`src/rtl/i2c_sensor_target.sv`:
```
// I2C target returning a 16-bit sensor snapshot on reads and emitting written bytes on rx_data/rx_valid.
// Bus events act 3 clk after the pin changes; the bus master paces everything, so there is no backpressure and rx_valid is a one-clk pulse.
module i2c_sensor_target #(
    parameter logic [6:0] ADDR      = 7'b1001000,
    parameter logic [7:0] FILL_BYTE = 8'hFF
) (
    input  logic        clk,
    input  logic        rst,
    input  logic        scl_in,
    input  logic        sda_in,
    output logic        sda_oe,
    input  logic [15:0] sensor_data,
    output logic [7:0]  rx_data,
    output logic        rx_valid,
    output logic        rd_done,
    output logic        busy
);

    typedef enum logic [2:0] {
        S_IDLE,
        S_ADDR,
        S_ADDR_ACK,
        S_TX_BYTE,
        S_TX_ACK,
        S_RX_BYTE,
        S_RX_ACK,
        S_WAIT_STOP
    } state_t;

    state_t      state_q, state_d;
    logic [2:0]  scl_pipe_q, scl_pipe_d;
    logic [2:0]  sda_pipe_q, sda_pipe_d;
    logic [6:0]  shift_q, shift_d;
    logic [3:0]  bit_cnt_q, bit_cnt_d;
    logic        rw_q, rw_d;
    logic [1:0]  byte_idx_q, byte_idx_d;
    logic [15:0] snap_q, snap_d;
    logic        ack_phase_q, ack_phase_d;
    logic        sda_oe_q, sda_oe_d;
    logic        busy_q, busy_d;
    logic [7:0]  rx_data_q, rx_data_d;
    logic        rx_valid_q, rx_valid_d;
    logic        rd_done_q, rd_done_d;

    logic        scl_s, sda_s;
    logic        scl_rise, scl_fall, start_evt, stop_evt;
    logic        addr_hit;
    logic [7:0]  tx_byte;

    // Pipe bit 1 is the synchronized level, bit 2 the one-clk-older copy for edge detection.
    always_comb begin
        scl_pipe_d = {scl_pipe_q[1:0], scl_in};
        sda_pipe_d = {sda_pipe_q[1:0], sda_in};
    end

    assign scl_s     = scl_pipe_q[1];
    assign sda_s     = sda_pipe_q[1];
    assign scl_rise  = scl_s & ~scl_pipe_q[2];
    assign scl_fall  = ~scl_s & scl_pipe_q[2];
    assign start_evt = scl_s & scl_pipe_q[2] & ~sda_s & sda_pipe_q[2];
    assign stop_evt  = scl_s & scl_pipe_q[2] & sda_s & ~sda_pipe_q[2];
    assign addr_hit  = (shift_q == ADDR) && (shift_q != 7'd0);

    always_comb begin
        tx_byte = FILL_BYTE;
        case (byte_idx_q)
            2'd0:    tx_byte = snap_q[15:8];
            2'd1:    tx_byte = snap_q[7:0];
            default: tx_byte = FILL_BYTE;
        endcase
    end

    always_comb begin
        state_d     = state_q;
        shift_d     = shift_q;
        bit_cnt_d   = bit_cnt_q;
        rw_d        = rw_q;
        byte_idx_d  = byte_idx_q;
        snap_d      = snap_q;
        ack_phase_d = ack_phase_q;
        sda_oe_d    = sda_oe_q;
        busy_d      = busy_q;
        rx_data_d   = rx_data_q;
        rx_valid_d  = 1'b0;
        rd_done_d   = 1'b0;

        if (start_evt) begin
            state_d   = S_ADDR;
            sda_oe_d  = 1'b0;
            bit_cnt_d = 4'd0;
            busy_d    = 1'b0;
        end else if (stop_evt) begin
            state_d  = S_IDLE;
            sda_oe_d = 1'b0;
            busy_d   = 1'b0;
        end else begin
            case (state_q)
                S_ADDR: begin
                    if (scl_rise) begin
                        shift_d   = {shift_q[5:0], sda_s};
                        bit_cnt_d = bit_cnt_q + 4'd1;
                        if (bit_cnt_q == 4'd7) begin
                            bit_cnt_d = 4'd0;
                            // shift_q still holds the 7 address bits; sda_s is R/W.
                            if (addr_hit) begin
                                state_d     = S_ADDR_ACK;
                                busy_d      = 1'b1;
                                snap_d      = sensor_data;
                                rw_d        = sda_s;
                                byte_idx_d  = 2'd0;
                                ack_phase_d = 1'b0;
                            end else begin
                                state_d = S_WAIT_STOP;
                            end
                        end
                    end
                end
                S_ADDR_ACK, S_RX_ACK: begin
                    if (scl_fall) begin
                        if (!ack_phase_q) begin
                            sda_oe_d    = 1'b1;
                            ack_phase_d = 1'b1;
                        end else if (state_q == S_ADDR_ACK && rw_q) begin
                            state_d   = S_TX_BYTE;
                            sda_oe_d  = ~tx_byte[7];
                            bit_cnt_d = 4'd1;
                        end else begin
                            state_d   = S_RX_BYTE;
                            sda_oe_d  = 1'b0;
                            bit_cnt_d = 4'd0;
                        end
                    end
                end
                S_TX_BYTE: begin
                    // bit_cnt counts bits already placed on the bus.
                    if (scl_fall) begin
                        if (bit_cnt_q == 4'd8) begin
                            sda_oe_d = 1'b0;
                            state_d  = S_TX_ACK;
                        end else begin
                            sda_oe_d  = ~tx_byte[3'd7 - bit_cnt_q[2:0]];
                            bit_cnt_d = bit_cnt_q + 4'd1;
                        end
                    end
                end
                S_TX_ACK: begin
                    if (scl_rise) begin
                        if (!sda_s) begin
                            if (byte_idx_q != 2'd2) begin
                                byte_idx_d = byte_idx_q + 2'd1;
                            end
                            state_d   = S_TX_BYTE;
                            bit_cnt_d = 4'd0;
                        end else begin
                            rd_done_d = 1'b1;
                            state_d   = S_WAIT_STOP;
                        end
                    end
                end
                S_RX_BYTE: begin
                    if (scl_rise) begin
                        shift_d   = {shift_q[5:0], sda_s};
                        bit_cnt_d = bit_cnt_q + 4'd1;
                        if (bit_cnt_q == 4'd7) begin
                            rx_data_d   = {shift_q, sda_s};
                            rx_valid_d  = 1'b1;
                            state_d     = S_RX_ACK;
                            ack_phase_d = 1'b0;
                            bit_cnt_d   = 4'd0;
                        end
                    end
                end
                default: ;
            endcase
        end
    end

    // Synchronizers reset to the idle-high bus level so release never fakes an edge.
    always_ff @(posedge clk or negedge rst) begin
        if (!rst) begin
            state_q     <= S_IDLE;
            scl_pipe_q  <= 3'b111;
            sda_pipe_q  <= 3'b111;
            shift_q     <= '0;
            bit_cnt_q   <= '0;
            rw_q        <= 1'b0;
            byte_idx_q  <= '0;
            snap_q      <= '0;
            ack_phase_q <= 1'b0;
            sda_oe_q    <= 1'b0;
            busy_q      <= 1'b0;
            rx_data_q   <= '0;
            rx_valid_q  <= 1'b0;
            rd_done_q   <= 1'b0;
        end else begin
            state_q     <= state_d;
            scl_pipe_q  <= scl_pipe_d;
            sda_pipe_q  <= sda_pipe_d;
            shift_q     <= shift_d;
            bit_cnt_q   <= bit_cnt_d;
            rw_q        <= rw_d;
            byte_idx_q  <= byte_idx_d;
            snap_q      <= snap_d;
            ack_phase_q <= ack_phase_d;
            sda_oe_q    <= sda_oe_d;
            busy_q      <= busy_d;
            rx_data_q   <= rx_data_d;
            rx_valid_q  <= rx_valid_d;
            rd_done_q   <= rd_done_d;
        end
    end

    assign sda_oe   = sda_oe_q;
    assign rx_data  = rx_data_q;
    assign rx_valid = rx_valid_q;
    assign rd_done  = rd_done_q;
    assign busy     = busy_q;

endmodule

```
`config.mk`:
```
export PLATFORM = sky130hd
export DESIGN_NAME = i2c_sensor_target
export DESIGN_NICKNAME = d
export VERILOG_FILES = /design/src/rtl/i2c_sensor_target.sv
export SDC_FILE = /design/constraint.sdc
export NUM_CORES = 1
export LEC_CHECK = 0
export BUFFER_PORTS_ARGS = -buffer_cell sky130_fd_sc_hd__buf_2
export CAP_MARGIN = 30
export CORE_ASPECT_RATIO = 1.2
export CORE_MARGIN = 1.5
export CORE_UTILIZATION = 61
export DETAILED_ROUTE_END_ITERATION = 16
export PLACE_DENSITY = 0.83
export SYNTH_ARGS = -nofsm -noshare
export SYNTH_HDL_FRONTEND = slang
export SYNTH_SLANG_ARGS = --single-unit
```
`constraint.sdc`:
```
create_clock -name clk -period 3.9 [get_ports clk]
set_input_delay 0 -clock clk [delete_from_list [all_inputs] [get_ports clk]]
set_output_delay 0 -clock clk [all_outputs]
set_load 0.005 [all_outputs]
```
# After elaboration in Yosys (flattened, before gate mapping)
# Cells that the tools add are included.
[classes]
n_bitwise = 15
addsub = 3
n_eq_ne = 37
muxes = 68
n_lt_le_gt_ge = 1
reduce_logical = 24
[ops]
columns = ["operator", "count"]
rows = [
  ["two-way mux 3 bit", 14],
  ["two-way mux 4 bit", 10],
  ["inequality test 4 bit (second input constant)", 9],
  ["two-way mux 1 bit", 31],
  ["AND reduction 9 bit", 3],
  ["inequality test 2 bit (second input constant)", 11],
  ["inequality test 3 bit (second input constant)", 6],
  ["one-hot mux 4 bit (4 select lines)", 1],
  ["one-hot mux 8 bit (2 select lines)", 1],
  ["one-hot mux 3 bit (5 select lines)", 1],
  ["nonzero test 3 bit", 5],
  ["nonzero test 7 bit", 2],
  ["two-way mux 2 bit", 6],
  ["AND reduction 10 bit", 1],
  ["equality test 3 bit (second input constant)", 3],
  ["NOT 1 bit", 8],
  ["AND reduction 4 bit", 2],
  ["bitwise AND 1 bit", 7],
  ["equality test 7 bit (second input constant)", 1],
  ["equality test 3 x 2 -> 1 bit (second input constant)", 2],
  ["AND reduction 6 bit", 1],
  ["AND reduction 5 bit", 1],
  ["nonzero test 5 bit", 1],
  ["adder 4 x 1 -> 4 bit (second input constant)", 1],
  ["18 further kinds", 20],
]
[word_totals]
wordCells = 162
register_bits = 52

# Depth between registers and ports, before layout
# Gate-level depths: netlist (run 1).
[logic_depth]
ltp_word = 10
ltp_mapped = 9

# Worst setup path before layout (run 1)
# OpenSTA, ideal clock, no wires.
[synth_path]
path_kind = "flip-flop to flip-flop"
from = "register bit_cnt_q[1]"
to = "register snap_q[0]"
arrival_ns = 1.885
setup_time_ns = 0.125
path_buffers = 1
stages_incl_launch_ff = 8
slack_ns = 1.890
cell_sequence = "dfrtp_1 -> ha_1 -> nand3b_1 -> nor2_1 -> nand2_1 -> nor3_4 -> buf_6 -> mux2_2"
[synth_between]
elab_chain_len = 2
[synth_lines]
columns = ["element", "line_no", "text"]
rows = [
  ["from (decl)", "34", "logic [3:0] bit_cnt_q, bit_cnt_d;"],
  ["from (signal assigned)", "200", "bit_cnt_q <= bit_cnt_d;"],
  ["equality test 4 x 3 -> 1 bit", "102", "if (bit_cnt_q == 4'd7) begin"],
  ["AND reduction 6 bit (no line)", "n/a", ""],
  ["to (signal assigned)", "203", "snap_q <= snap_d;"],
  ["to (decl)", "37", "logic [15:0] snap_q, snap_d;"],
]
# Every way passes these cells.
# A chain may end at the register's enable or synchronous reset.

# Final worst setup path (run 1)
[layout_path]
from = "register bit_cnt_q[1]"
to = "register snap_q[6]"
# The elaborated chain is that of the path after synthesis.

==> metrics.yaml, run 1 <==
drt:
  dr.first_iter.drc_count: 124
  wire_per_inst_um: 15.95
  postRouteAntennaNets: 0
  detailedRoute.firstPassIterationCount: 4
  via_per_inst: 6.025
  detail_route.wirelength_mm: 5.056
  drt_drc_violations_left: 0
  route.vias.total: 1910
setup_path:
  worstPathCellList: "ha_1 -> nand3b_1 -> nor2_1 -> nand2_1 -> nor3_4 -> mux2_2"
  timing.critical_path.max_delay_family: "simple AND/OR/NAND/NOR gates"
  crit_type: "reg -> reg"
  timing.critical_path.to_type: "flip-flop"
  critical-path-max-stage-delay_ns: 0.65
  worst_ep_arrival_time_ns: 2.66
  critical_path.startpoint_type: "flip-flop"
  critPathBufInv: 0
  cp_slowest_cell: "sky130_fd_sc_hd__nor3_4"
  cp_data_required_time_ns: 4.08
  critPathMaxFanout: 18
layout:
  num-nets-final: 287
  final_cell_area_um2: 2960
  layout.cells.non_filler: 317
  final_core_utilization_pct: 75.11
  num-fill-cells: 287
  syn_to_final_growth_pct: 18.01
  antenna_cells: 0
  post_route_cells_drive_above_1_share_pct: 31.56
global_route:
  first_global_vias: 1834
  track_usage_pct: 25.53
  grt_start_max_net_pins: 53
  grt_first_pass_wirelength_mm: 8.638
  grt_antenna_before_repair: 0
  gr-total-overflow: 0
clock_tree:
  clk_root_buffer_cell: "sky130_fd_sc_hd__clkbuf_8"
  hold_buffers_post_cts: 19
  insertion_delay_of_the_later_clocked_pin_in_the_worst_skew_pair_ns: 0.30
  ctsHtreeMaxLevel: 2
  cts_sinks: 52
  clk_pin_slew_worst_paths_ns: 0.09
  cts_tree: "yes"
  clk_path_buf_depth: 2
  post_cts_buffers: 0
  numCtsBuffers: 5
  post_cts.resized_instances: 0
yosys:
  postSynthCellCount: 214
  ys.warnings.count: 0
  syn-cell-area_um2: 2509
  number_of_synthesized_flops_with_an_enable_pin: 0
  synth_seq_area_share_pct: 52.17
  synthesis.area_per_instance_um2: 11.72
  yosys.area_share.xor_xnor_pct: 0.3491
  synth_compound_area_share_pct: 13.67
  synth_top_flop_cell: "sky130_fd_sc_hd__dfrtp_1"
  number_of_synthesized_register_bits: 52
  synth.area.mux_share_pct: 14.76
  synth.lib_cells_used.distinct: 46
  synth_simple_gate_area_share_pct: 13.07
  synthesis.nets: 239
  synth_fa_ha_area_share_pct: 2.494
  async_flop_share_pct: 100.0
  dominant_combinational_cell_family_by_area_after_synthesis: "multiplexers"
sta:
  whs_ns: 0.3330
  worst_slew_margin_rel_pct: 44.70
  worstMarginPinSlew_ns: 0.8269
  worst_clock_skew_ns: 0.009060
  setup-violations-final: 0
  rsz0062_at_grt: "no"
  finalCritPeriodShare_pct: 63.51
  maxSlewViolCount: 0
  final_period_minus_worst_setup_slack_ns: 2.477
  timing.fmax_ghz: 0.4038
  timing_hold_violations_final: 0
  final.setup.tns_ns: 0
die:
  io_pins: 32
  fp-row-count: 25
  chipHeight_um: 73.25
  start_util_pct: 63.65
  fp.coreArea_um2: 3941
  die_x_um: 61.54
  die_area_um2: 4508
power:
  comb_power_share_pct: 8.8
  sw_frac_of_total_pct: 24.46
  power_report.internal_total_w: 0.0007324
  lkg_pwr_nw: 1.386
  sequentialPowerShare_pct: 61.4
  clockPowerShare_pct: 29.8
  largest_voltage_drop_on_the_vdd_net_v: 0.0002809
  switching_power_w: 0.0002372
  p_per_area_nw_per_um2: 327.5
place:
  placedInstanceArea_um2: 2689
  placedCellCount: 290
  numPortBuffers: 31
  dp.final_hpwl_mm: 3.146
  place.gp.congestion: 0.8476
run:
  max_cap_violations: 0
outcome:
  status: "completed"
worst_hold_path:
  worst_hold_path_type: "in -> async"
-- logic make-up (layout without fill, tap and decap cells) --
kind of cell | Yosys count | count (layout)
flip-flops | 52 | 52
AO/OA/AOI/OAI | 47 | 47
multiplexers | 33 | 33
XOR/XNOR | 1 | 1
AND/OR/NAND/NOR | 56 | 56
buffers and inverters | 20 | 69
adder cells (fa/ha/maj) | 5 | 5
-- state kept, by name (all words and copies together), names as in the netlist --
register and flops:
rw_q 1, ack_phase_q 1, rx_valid 1, rd_done 1, busy 1, state_q 3, rx_data 8, scl_pipe_q 3
snap_q 16, sda_pipe_q 3, bit_cnt_q 4, sda_oe 1, byte_idx_q 2, shift_q 7
-- worst min-delay path, stage by stage --
cell and delay, ns:
sky130_fd_sc_hd__dlygate4sd3_1 0.51, sky130_fd_sc_hd__buf_2 0.09, sky130_fd_sc_hd__buf_4 0.50
-- cells in the mapped netlist, types with 4 or more instances --
| master | count | area share [%] |
|---|---|---|
| sky130_fd_sc_hd__a21oi_1 | 7 | 1.4 |
| sky130_fd_sc_hd__a221oi_1 | 6 | 2.1 |
| sky130_fd_sc_hd__buf_2 | 4 | 0.80 |
| sky130_fd_sc_hd__clkbuf_1 | 5 | 0.75 |
| sky130_fd_sc_hd__dfrtp_1 | 46 | 46 |
| sky130_fd_sc_hd__dfstp_2 | 6 | 6.3 |
| sky130_fd_sc_hd__ha_1 | 5 | 2.5 |
| sky130_fd_sc_hd__inv_1 | 8 | 1.2 |
| sky130_fd_sc_hd__mux2_2 | 32 | 14 |
| sky130_fd_sc_hd__nand2_1 | 15 | 2.2 |
| sky130_fd_sc_hd__nand3_1 | 5 | 1.0 |
| sky130_fd_sc_hd__nor2_1 | 8 | 1.2 |
| sky130_fd_sc_hd__nor3_1 | 7 | 1.4 |
| sky130_fd_sc_hd__o211ai_1 | 4 | 1.2 |
| sky130_fd_sc_hd__o21ai_0 | 10 | 2.0 |
-- cells in the final DEF (no fill, tap or decap), drive strengths merged, types with 2 or more instances in the layout --
| cell type | instances |
|---|---|
| clkbuf | 7 |
| o211ai | 4 |
| nor2b | 3 |
| o32ai | 2 |
| ha | 5 |
| nor4 | 5 |
| or3 | 2 |
| dfrtp | 46 |
| nand4 | 2 |
| nor2 | 8 |
| o2111ai | 2 |
| mux2 | 32 |
| a31oi | 2 |
| dfstp | 6 |
| nand2b | 2 |
| dlygate4sd3 | 19 |
| and3 | 2 |
| buf | 32 |
| o41ai | 2 |
| inv | 10 |
| nand3 | 5 |
| a221oi | 6 |
| nand2 | 15 |
| o211a | 2 |
| o21ai | 11 |
| nor3 | 8 |
| a21oi | 7 |
| a21o | 2 |
-- cell type report --
| class | instances | area [um2] | share of cell area (%) |
|---|---|---|---|
| flip-flops and latches | 52 | 1309 | 44.21 |
| multi-input cells | 142 | 1112 | 37.57 |
| repair buffers | 51 | 352.8 | 11.92 |
| clock buffers | 7 | 76.32 | 2.578 |
| well taps | 54 | 67.56 | 2.282 |
| inverters | 10 | 37.54 | 1.268 |
| clock inverters | 1 | 5.005 | 0.1691 |
-- power groups by stage --
stage,Combinational (W),Clock (W),Sequential [W]
final,0.0000855,0.000289,0.000595
after global routing,0.0000955,0.000317,0.000600
after CTS,0.0000851,0.000295,0.000595
after detailed placement,0.0000696,0,0.000605
after global placement,0.0000674,0,0.000603
after floorplan,0.0000447,0,0.000594
-- layer usage --
| metal | vias to the layer above | track usage (%) | routed length, um |
|---|---|---|---|
| li1 | 887 | - | - |
| met1 | 957 | 37.29 | 2208 |
| met2 | 56 | 38.95 | 2562 |
| met3 | 10 | 3.873 | 217 |
| met4 | 0 | 8.747 | 68 |
| met5 | - | 0 | 0 |
-- stage by stage --
step	worst slack, ns	total power (W)
after detailed placement	1.515	0.0006746
final	1.423	0.0009696
after global placement	1.590	0.0006701
after floorplan	1.890	0.0006389
after CTS	1.483	0.0009750
after global routing	1.212	0.001012
-- path summary, 6_finish.rpt --
kind                               start       endpoint  slack, ns  cells after the start
setup / recovery            bit_cnt_q[1]      snap_q[6]       1.42                      6
hold reg to reg            scl_pipe_q[0]  scl_pipe_q[1]       0.36                      0
setup reg to reg            bit_cnt_q[1]      snap_q[6]       1.42                      6
min in group clk                  scl_in  scl_pipe_q[0]       0.36                      2
hold / removal                       rst     state_q[2]       0.33                      3
max in group asynchronous            rst   bit_cnt_q[3]       3.15                      3
Power figures use the tool's default switching activity.
==> run 2, diff against run 1 <==
- ABC_AREA: unset -> 1
- CORE_UTILIZATION: 61 -> 58
- PLACE_DENSITY: 0.83 -> 0.79
- clock period: 3.9 -> 2.4 ns (I/O delays scaled with it)
==> metrics.yaml, run 2 <==
outcome:
  status: "completed"
drt:
  drt_drc_violations_left: 0
  postRouteAntennaNets: 0
  detailedRoute.firstPassIterationCount: 4
  via_per_inst: 5.158
  wire_per_inst_um: 12.73
  dr.first_iter.drc_count: 198
  detail_route.wirelength_mm: 5.727
  route.vias.total: 2321
power:
  clockPowerShare_pct: 19.7
  sw_frac_of_total_pct: 41.19
  lkg_pwr_nw: 1.678
  p_per_area_nw_per_um2: 852.5
  sequentialPowerShare_pct: 42.5
  power_report.internal_total_w: 0.001591
  largest_voltage_drop_on_the_vdd_net_v: 0.0004435
  switching_power_w: 0.001114
  comb_power_share_pct: 37.8
  post-layout-total-power_w: 0.002705
yosys:
  async_flop_share_pct: 100.0
  syn-cell-area_um2: 2676
  post_synth_most_frequent_cells: "sky130_fd_sc_hd__nand2_1, sky130_fd_sc_hd__dfrtp_1, sky130_fd_sc_hd__inv_1, sky130_fd_sc_hd__nor2_1, sky130_fd_sc_hd__a21oi_1"
  number_of_synthesized_flops_with_an_enable_pin: 0
  synth_area_leaders: "sky130_fd_sc_hd__dfrtp_1, sky130_fd_sc_hd__nand2_1, sky130_fd_sc_hd__inv_1"
  synth_top_flop_cell: "sky130_fd_sc_hd__dfrtp_1"
  number_of_synthesized_register_bits: 52
  synthesis.nets: 365
  synth_top_cell_area_share_pct: 43.01
  synth_top_cell_by_area: "sky130_fd_sc_hd__dfrtp_1"
  postSynthCellCount: 340
  synth_seq_area_share_pct: 48.90
  synth.lib_cells_used.distinct: 29
  synth.most_common_cell: "sky130_fd_sc_hd__nand2_1"
  synthesis.area_per_instance_um2: 7.872
  ys.warnings.count: 0
clock_tree:
  clk_path_buf_depth: 2
  hold_buffers_post_cts: 19
  clk_pin_slew_worst_paths_ns: 0.10
  clk_root_buffer_cell: "sky130_fd_sc_hd__clkbuf_8"
  numCtsBuffers: 5
  post_cts.resized_instances: 0
  cts_sinks: 52
  ctsHtreeMaxLevel: 2
  insertion_delay_of_the_later_clocked_pin_in_the_worst_skew_pair_ns: 0.32
  cts_tree: "yes"
  post_cts_buffers: 0
sta:
  setup-violations-final: 0
  worstMarginPinSlew_ns: 0.3957
  final.setup.tns_ns: 0
  postLayoutSetupSlackWorst_ns: 0.6061
  rsz0062_at_grt: "no"
  timing_hold_violations_final: 0
  maxSlewViolCount: 0
  worst_clock_skew_ns: 0.005763
  timing.fmax_ghz: 0.5575
  finalCritPeriodShare_pct: 74.74
  worst_slew_margin_rel_pct: 73.52
  final_period_minus_worst_setup_slack_ns: 1.794
die:
  fp-row-count: 26
  chipHeight_um: 77.41
  fp.coreArea_um2: 4359
  io_pins: 32
  die_area_um2: 5032
  start_util_pct: 61.39
  die_x_um: 65.01
setup_path:
  reg2reg_from: "bit_cnt_q[1]"
  critPathMaxFanout: 7
  crit_type: "reg -> reg"
  critical_path.startpoint_type: "flip-flop"
  cp-startpoint: "bit_cnt_q[1]"
  worst_ep_arrival_time_ns: 2.01
  cp_data_required_time_ns: 2.62
  timing.critical_path.to_type: "flip-flop"
place:
  numPortBuffers: 31
  placedInstanceArea_um2: 2887
  post-place-ws_ns: 0.6598
  place.gp.congestion: 0.9421
  dp.final_hpwl_mm: 3.877
global_route:
  grt_start_max_net_pins: 36
  track_usage_pct: 25.16
  first_global_vias: 2267
  grt_first_pass_wirelength_mm: 9.798
  grt_antenna_before_repair: 0
  gr-total-overflow: 0
layout:
  regMostFlops: "snap_q"
  final_common_cell: "sky130_fd_sc_hd__nand2_1"
  largest_reg_flops: 16
  final_cell_area_um2: 3173
  antenna_cells: 0
  num-nets-final: 418
  final_core_utilization_pct: 72.79
  post_route_cells_drive_above_1_share_pct: 18.02
  layout.cells.most_common_list: "sky130_fd_sc_hd__nand2_1, sky130_fd_sc_hd__dfrtp_1, sky130_fd_sc_hd__inv_1"
  syn_to_final_growth_pct: 18.56
  num-fill-cells: 353
worst_hold_path:
  worst_hold_path_type: "in -> async"
run:
  max_cap_violations: 0
run 2: cell types whose count changed in the layout (fill, tap and decap cells not counted), sizes merged, moves of 3 or more:
cell	previous run	this run
nor2	8	44
inv	10	51
nand3	5	24
o21ai	11	22
nor4	5	0
mux2	32	0
a221oi	6	0
nand2	15	99
a21oi	7	25
nor2b	3	0
o211ai	4	1
nor3	8	1
run 2: power by group through the flow:
stage	registers, W	clock network [W]	logic [W]
final	0.00115	0.000533	0.00102
after global routing	0.00117	0.000574	0.00116
after CTS	0.00115	0.000543	0.00102
after global placement	0.00116	0	0.000962
after detailed placement	0.00116	0	0.000980
after floorplan	0.00113	0	0.000765
run 2: layout make-up:
type / instances / area (um2) / area share, %
clock buffers: 5 / 68.82 / 2.169
clock inverters: 3 / 27.53 / 0.8675
inverters: 50 / 187.7 / 5.915
multi-input cells: 231 / 1130 / 35.61
flip-flops and latches: 52 / 1309 / 41.25
well taps: 56 / 70.07 / 2.208
repair buffers: 53 / 380.4 / 11.99
run 2: path summary, 6_finish.rpt:
kind / end / slack, ns / cells past startpoint
min in group clk: scl_pipe_q[0] / 0.33 / 2
worst max register to register: byte_idx_q[1] / 0.61 / 8
worst max-delay path: byte_idx_q[1] / 0.61 / 8
max in group asynchronous: sda_pipe_q[1] / 1.60 / 4
worst min-delay path: rx_valid / 0.1 / 2
worst min register to register: scl_pipe_q[1] / 0.36 / 0
run 2: cells by family (layout without fill, tap and decap cells):
group / after synthesis / count (layout) / share of synthesized area [%]
adder cells (fa/ha/maj): 5 / 5 / 2.338
AND/OR/NAND/NOR: 175 / 175 / 28.75
XOR/XNOR: 2 / 2 / 0.6546
buffers and inverters: 57 / 111 / 8.882
flip-flops: 52 / 52 / 48.90
AO/OA/AOI/OAI: 49 / 49 / 10.47
run 2: metrics by stage:
step	hold WS, ns	instances
floorplan	-0.2956	340
global placement	0.1060	422
detailed placement	-0.07803	423
CTS	0.1071	450
global route	0.1348	450
finish	0.09794	450
run 2: routing by layer:
layer / track usage (%) / routed length, um / vias to the layer above
li1: - / - / 1159
met1: 29.19 / 2288 / 1057
met2: 43.71 / 2992 / 85
met3: 5.072 / 264 / 20
met4: 12.50 / 181 / 0
met5: 0 / 0 / -
run 2: critical path, cell delays in order (launching register included):
cell	delay, ns
sky130_fd_sc_hd__dfrtp_1	0.46
sky130_fd_sc_hd__ha_1	0.25
sky130_fd_sc_hd__nand3_2	0.12
sky130_fd_sc_hd__nor2_2	0.21
sky130_fd_sc_hd__nand2_1	0.08
sky130_fd_sc_hd__a21oi_1	0.29
sky130_fd_sc_hd__nand2_1	0.14
sky130_fd_sc_hd__nand2_1	0.09
sky130_fd_sc_hd__nand2_1	0.05
==> run 3, diff against run 2 <==
- CORE_UTILIZATION: 58 -> 52
- PLACE_DENSITY: 0.79 -> 0.75
- clock period: 2.4 -> 1.6 ns (I/O delays scaled with it)
==> metrics.yaml, run 3 (synthesis results as in run 2) <==
layout:
  final_common_cell: "sky130_fd_sc_hd__nand2_1"
  syn_to_final_growth_pct: 26.60
  regMostFlops: "snap_q"
  final_core_utilization_pct: 68.59
  num-nets-final: 436
  num-fill-cells: 391
  antenna_cells: 0
  largest_reg_flops: 16
  post_route_cells_drive_above_1_share_pct: 25.73
  layout.cells.most_common_list: "sky130_fd_sc_hd__nand2_1, sky130_fd_sc_hd__inv_1, sky130_fd_sc_hd__dfrtp_1"
setup_path:
  cpMostUsedCell: "sky130_fd_sc_hd__nand2_1"
  worst_r2r_endpoint: "bit_cnt_q[2]"
  cp_slowest_cell: "sky130_fd_sc_hd__dfstp_2"
  timing.critical_path.to_type: "flip-flop"
  critical-path-max-stage-delay_ns: 0.56
  crit_type: "reg -> reg"
  cp_data_required_time_ns: 1.80
  cp-startpoint: "scl_pipe_q[2]"
  critPathMaxFanout: 4
  reg2reg_setup_slack_ns: 0.03
  timing_endpoint_of_the_critical_path: "bit_cnt_q[2]"
  worst_ep_arrival_time_ns: 1.77
  reg2reg_from: "scl_pipe_q[2]"
  critical_path.startpoint_type: "flip-flop"
  r2r.worst_path.cells: 8
  worstPathCellList: "inv_2 -> nor2_4 -> buf_4 -> a21oi_1 -> o21ai_2 -> nand2_2 -> nand2_1 -> nand2_1"
global_route:
  grt_antenna_before_repair: 0
  gr-total-overflow: 0
  first_global_vias: 2233
  grt_first_pass_wirelength_mm: 9.425
  grt_start_max_net_pins: 36
  track_usage_pct: 22.24
drt:
  detailedRoute.firstPassIterationCount: 4
  route.vias.total: 2390
  postRouteAntennaNets: 0
  via_per_inst: 5.064
  dr.first_iter.drc_count: 80
  detail_route.wirelength_mm: 5.903
  drt_drc_violations_left: 0
  wire_per_inst_um: 12.51
worst_hold_path:
  worst_hold_path_type: "in -> async"
sta:
  worst_slew_margin_rel_pct: 59.92
  timing.fmax_ghz: 0.6372
  maxSlewViolCount: 0
  finalCritPeriodShare_pct: 98.08
  worstMarginPinSlew_ns: 0.6011
  worst_clock_skew_ns: 0.009179
  rsz0062_at_grt: "yes"
  final_period_minus_worst_setup_slack_ns: 1.569
  setup-violations-final: 0
  timing_hold_violations_final: 0
die:
  fp.coreArea_um2: 4940
  chipHeight_um: 81.59
  io_pins: 32
  die_area_um2: 5588
  start_util_pct: 54.18
  die_x_um: 68.49
  fp-row-count: 28
power:
  post-layout-total-power_w: 0.004288
  largest_voltage_drop_on_the_vdd_net_v: 0.0007571
  p_per_area_nw_per_um2: 1266
  lkg_pwr_nw: 1.758
place:
  numPortBuffers: 31
  dp.final_hpwl_mm: 4.003
  place.gp.congestion: 0.8911
clock_tree:
  clk_path_buf_depth: 2
  insertion_delay_of_the_later_clocked_pin_in_the_worst_skew_pair_ns: 0.31
  cts_tree: "yes"
  clk_root_buffer_cell: "sky130_fd_sc_hd__clkbuf_8"
  cts_sinks: 52
  clk_pin_slew_worst_paths_ns: 0.10
  numCtsBuffers: 5
  ctsHtreeMaxLevel: 2
outcome:
  status: "completed"
run:
  max_cap_violations: 0
==> run 3: cell types whose count changed in the layout (fill, tap and decap cells not counted), moves of 4 or more <==
cell / delta
sky130_fd_sc_hd__nand2_1: -6
sky130_fd_sc_hd__buf_4: +18
sky130_fd_sc_hd__nor2_4: +4
sky130_fd_sc_hd__nand2_2: +6
==> run 3: how the worst min path moves through the flow <==
stage,startpoint,end
after floorplan,rst,ack_phase_q
after global routing,rst,rx_data[2]
final,rst,shift_q[2]
after detailed placement,rst,rx_data[3]
after global placement,rst,rx_data[2]
after CTS,rst,rx_data[3]
==> run 3: cell type report <==
class / count / area [um2] / area share (%)
clock buffer: 5 / 68.82 / 2.031
clock inverter: 3 / 22.52 / 0.6647
inverter: 50 / 190.2 / 5.613
multi-input combinational: 232 / 1224 / 36.12
sequential: 52 / 1313 / 38.74
tap: 60 / 75.07 / 2.216
timing repair buffer: 70 / 495.5 / 14.62
==> run 3: power breakdown <==
part	switching [W]	internal (W)	total (W)
clock	0.000455	0.000314	0.000769
combinational	0.00110	0.000723	0.00182
sequential	0.000179	0.00152	0.00170
total	0.00173	0.00256	0.00429
==> run 3: worst max-delay path, delay by kind of cell, from the launching register on <==
| kind | cells | cell delay, ns |
|---|---|---|
| AO/OA/AOI/OAI | 2 | 0.29 |
| flip-flops | 1 | 0.56 |
| buffers and inverters | 2 | 0.20 |
| AND/OR/NAND/NOR | 4 | 0.41 |
==> run 3: metal layers <==
| metal | track usage [%] | up-vias | wire length (um) |
|---|---|---|---|
| met5 | 0 | - | 0 |
| met4 | 6.000 | 0 | 94 |
| met3 | 4.658 | 9 | 141 |
| met2 | 40.77 | 36 | 3154 |
| met1 | 25.65 | 1138 | 2512 |
| li1 | - | 1207 | - |
==> run 3: repair_timing <==
action,4_1_cts,5_1_grt
setup endpoints to repair,25,39
gates cloned,0,1
gates resized for setup,4,21
pin swaps,1,6
hold buffers,19,0
hold endpoints to repair,38,0
setup buffers,0,5
==> run 3: stage by stage <==
| step | instance area, um2 | instances | setup TNS [ns] | hold slack, ns | setup WS [ns] |
|---|---|---|---|---|---|
| 3_5_place_dp | 2969 | 439 | -1.582 | 0.03739 | -0.1010 |
| 2_1_floorplan | 2676 | 340 | 0 | -0.2956 | 0.05401 |
| 5_1_grt | 3388 | 472 | -0.6369 | 0.2976 | -0.06406 |
| 4_1_cts | 3264 | 466 | -0.005558 | 0.2335 | -0.005558 |
| 6_report | 3388 | 472 | 0 | 0.2239 | 0.03070 |
| 3_3_place_gp | 2969 | 439 | -0.3342 | 0.03765 | -0.03077 |
